`config.mk`:
```
export PLATFORM = sky130hd
export DESIGN_NAME = reg_wb_ctrl
export DESIGN_NICKNAME = d
export VERILOG_FILES = /design/src/rtl/reg_wb_ctrl.sv
export SDC_FILE = /design/constraint.sdc
export NUM_CORES = 1
export LEC_CHECK = 0
export CAP_MARGIN = 40
export CORE_UTILIZATION = 52
export DETAILED_ROUTE_END_ITERATION = 7
export GPL_TIMING_DRIVEN = 0
export PLACE_DENSITY_LB_ADDON = 0.08
export SYNTH_ARGS = -nofsm -noshare
export SYNTH_HDL_FRONTEND = slang
export SYNTH_SLANG_ARGS = --single-unit
```
`constraint.sdc`:
```
create_clock -name clk -period 3.3 [get_ports clk]
set_clock_uncertainty 0.15 [all_clocks]
set_input_delay 0.33 -clock clk [delete_from_list [all_inputs] [get_ports clk]]
set_output_delay 0.33 -clock clk [all_outputs]
set_load 0.03 [all_outputs]
```
`src/rtl/reg_wb_ctrl.sv`:
```
// reg_wb_ctrl: register-file write-back arbiter merging ALU results with a queued load stream.
// Writes to constant registers are dropped and flagged.
module reg_wb_ctrl #(
  parameter int PW = 3,
  parameter int PROT_BASE = 5,
  parameter int DEPTH = 2
) (
  input  logic             clk,
  input  logic             rst_n,
  input  logic             alu_valid,
  input  logic [PW-1:0]    alu_addr,
  input  logic [7:0]       alu_data,
  input  logic             ld_valid,
  output logic             ld_ready,
  input  logic [PW-1:0]    ld_addr,
  input  logic [7:0]       ld_data,
  output logic             wr_en,
  output logic [PW-1:0]    wr_addr,
  output logic [7:0]       dat_in,
  output logic [2**PW-1:0] pending,
  output logic             prot_err
);
  localparam int AW = $clog2(DEPTH);
  localparam logic [PW:0] PB = (PW+1)'(PROT_BASE);
  logic [AW:0] wp, rp;
  logic [AW-1:0] wi, ri;
  logic [DEPTH-1:0] live;
  logic [PW-1:0] fa [DEPTH];
  logic [7:0] fd [DEPTH];
  logic full, empty, alu_ok, alu_bad, ld_hs, ld_bad, push, pop;
  always_comb begin
    wi = wp[AW-1:0];
    ri = rp[AW-1:0];
    empty = wp == rp;
    full = wi == ri && wp[AW] != rp[AW];
    alu_ok = alu_valid && {1'b0, alu_addr} < PB;
    alu_bad = alu_valid && !alu_ok;
    ld_hs = ld_valid && !full;
    ld_bad = ld_hs && {1'b0, ld_addr} >= PB;
    push = ld_hs && !ld_bad;
    pop = !alu_ok && !empty;
    ld_ready = !full;
    pending = '0;
    for (int i = 0; i < DEPTH; i++)
      if (live[i]) pending[fa[i]] = 1'b1;
  end
  // Kill applies only to entries already queued; the push below wins for the
  // incoming slot, since a same-cycle load is younger than the ALU write.
  always_ff @(posedge clk or negedge rst_n)
    if (!rst_n) begin
      wp <= '0;
      rp <= '0;
      live <= '0;
      wr_en <= 1'b0;
      wr_addr <= '0;
      dat_in <= '0;
      prot_err <= 1'b0;
    end else begin
      wr_en <= alu_ok || (pop && live[ri]);
      prot_err <= alu_bad || ld_bad;
      if (alu_ok) begin
        wr_addr <= alu_addr;
        dat_in <= alu_data;
      end else if (pop) begin
        wr_addr <= fa[ri];
        dat_in <= fd[ri];
      end
      for (int i = 0; i < DEPTH; i++)
        if (alu_ok && fa[i] == alu_addr) live[i] <= 1'b0;
      if (pop) begin
        live[ri] <= 1'b0;
        rp <= rp + 1'b1;
      end
      if (push) begin
        live[wi] <= 1'b1;
        wp <= wp + 1'b1;
      end
    end
  always_ff @(posedge clk)
    if (push) begin
      fa[wi] <= ld_addr;
      fd[wi] <= ld_data;
    end
endmodule
```
==> metrics.txt <==
total wirelength of the detailed-routed design 3.83 mm; post-route design area 2490 um2; leakage power summed over all cells 0.000984 uW; cts-stage hold buffer count 0; WP data arrival 2000 ps; vias in the first global route 1398; DRC violation count after routing 0; post-route minimum period 2480 ps; startpoint type of the worst setup path register; Critical path buffers and inverters 1; final RePlAce weighted congestion 0.777; Post-CTS Setup Inserts 0; number of levels in the clock H-tree 2; layout filler cell count 242; Detailed Route Iter0 Violations 84; final hold violation count 0; Worst Slack Setup Final 824 ps; pwr dens 924 nW/um2; slowest stage cell, crit path clkdlybuf4s50_1; count of max-cap constraint violations 0; fraction of final layout cells sized beyond drive strength 1 0.138; I/O pin count 48; Tcrit/Tclk final 0.750; CP endpoint kind primary output; number of setup violations in the final report 0; Tightest Pin Transition 502 ps; Site Rows 21; clock buffer count from CTS 5; required time at the endpoint of the critical path 2820 ps; worst setup path category register to primary output; maximum vdd drop 0.505 mV; longest individual stage delay on the worst path 720 ps; Resized cells post-CTS 0; FF+latch count, synth 41; multi-input combinational cell area 693 um2; setup slack after placement 753 ps; Synth Instances 146; setup total negative slack 0 ps; combinational share of power 0.538; clock-pin slew of the registers on the worst-case setup and hold paths 120 ps; CTS tree done; vias after detailed routing 1344; Clock Latency Late Sink 340 ps; # clock sinks 41; Core Box Area 3420 um2; cells along the critical path or2_2 > o32ai_1 > clkdlybuf4s50_1; number of pins exceeding their max-slew limit in the final report 0; distinct cell type count of the synthesized netlist 30; post-placement cell area 2440 um2; post-synthesis cell area 1890 um2; top area cells in the synthesized netlist edfxtp_1, dfrtp_1, mux2_2, mux2i_1, nand2_1; Max-Slew Margin vs Limit 0.664; top-area cell type share of the netlist area 0.350; pin count of the biggest net entering global routing 13; drt first pass iters 4; total nets after synthesis 172; clock tree root buffer cell clkbuf_4; initial antenna violation count 0; number of buffers inserted by port buffering 47; critical path fanouts, max 6; sequential cell fraction of total power 0.361; WL per Instance 15.4 um; top cell family by delay on the critical path buffers and inverters; estimated wirelength of the detail-placed design 2.81 mm; Synthesis Warnings 0; fraction of the yosys area taken by sequential cells 0.601; setup repair after global routing missed its margin no; Int Pwr 1390 uW; cell taking the most area after synthesis edfxtp_1; number of nets in the final layout 228; clock power share 0.101; remaining global-route overflow 0; area enclosed by the die boundary 3880 um2; layout-stage area growth over the synthesis result 31.6%; status finished, final reports clean; first-pass GRT wire length 6.40 mm; number of buffers on the longest clock path 2; GRT Util Overall 0.218; area occupied by registers 1140 um2; Vias/cell 5.40; Antenna Nets Post-Route 0; net switching fraction of the power 0.394; width of the die 62.3 um; Ant. Diodes 0; Mean Syn Cell Area 12.9 um2; height of the die 62.3 um; switching power summed over all nets 904 uW; Peak Freq 404 MHz; class of the tightest hold or removal check input port to asynchronous set/reset pin; starting utilization of the core area 0.553
## Yosys cell counts, drive strengths merged
cell / number
edfxtp: 22
dfrtp: 19
nand2: 19
o21ai: 14
mux2i: 12
mux2: 11
xor2: 8
nand2b: 7
o22ai: 7
buf: 4
xnor2: 4
inv: 3
clkbuf: 2
o211ai: 2
o32ai: 2
and2: 1
and3: 1
nand3: 1
nand4: 1
nor2: 1
nor2b: 1
nor4: 1
o311ai: 1
o31ai: 1
or2: 1
## metrics by stage
step	power [uW]	hold slack, ps	util	std cells
2_1_floorplan	1680	-116	-	146
3_3_place_gp	2040	325	0.708	239
3_5_place_dp	2070	335	0.713	241
4_1_cts	2310	157	0.728	249
5_1_grt	2420	175	0.728	249
6_report	2300	159	0.728	249
## per-layer routing
metal  global-route usage  wire (um)
met1                0.260       1720
met2                0.365       1850
met3               0.0699        193
met4               0.0872         69
met5                    0          0
## layout by cell type (no fill, tap or decap), drive strengths merged, types with 4 or more instances in the layout
master / n
edfxtp: 22
dfrtp: 19
o22ai: 7
clkdlybuf4s50: 47
clkbuf: 7
nand2: 19
o21ai: 14
buf: 6
xnor2: 4
nand2b: 7
mux2i: 12
mux2: 11
xor2: 8
## power by group through the flow
stage	Combinational, uW	Sequential (uW)	Clock, uW
floorplan	710	972	0
global placement	1210	830	0
detailed placement	1230	839	0
CTS	1240	827	239
global route	1320	845	256
finish	1240	828	233
## final cells by class
| type | count | area share |
|---|---|---|
| well taps | 46 | 0.0232 |
| inverters | 3 | 0.00453 |
| clock inverters | 3 | 0.00503 |
| flip-flops and latches | 41 | 0.457 |
| clock buffers | 5 | 0.0151 |
| repair buffers | 49 | 0.197 |
| multi-input cells | 96 | 0.279 |
| plain buffers | 6 | 0.0196 |
## state kept, by name, summed over array words and instances (netlist names)
| name | flops |
|---|---|
| wp | 2 |
| rp | 2 |
| wr_addr | 3 |
| fd | 16 |
| live | 2 |
| wr_en | 1 |
| dat_in | 8 |
| prot_err | 1 |
| fa | 6 |
## worst paths after layout
| path | cells past startpoint | slack (ps) | from | end |
|---|---|---|---|---|
| worst max-delay path | 3 | 820 | fa[1][1] | pending[1] |
| worst min-delay path | 1 | 160 | rst_n | dat_in[3] |
| worst max register to register | 6 | 1160 | rp[0] | fa[0][1] |
| worst min register to register | 1 | 350 | rp[1] | rp[1] |
| max in group asynchronous | 2 | 2370 | rst_n | wr_addr[1] |
| min in group clk | 1 | 350 | rp[1] | rp[1] |
## cells by family (layout without fill, tap and decap cells)
logic type      Yosys count  in the layout  synth area share
mux                      23             23             0.129
compound gates           27             27            0.0887
xor+xnor                 12             12            0.0596
flops                    41             41             0.601
simple gates             34             34            0.0894
buf+inv                   9             66            0.0318
Note: power is estimated with default switching activity, not from simulation.
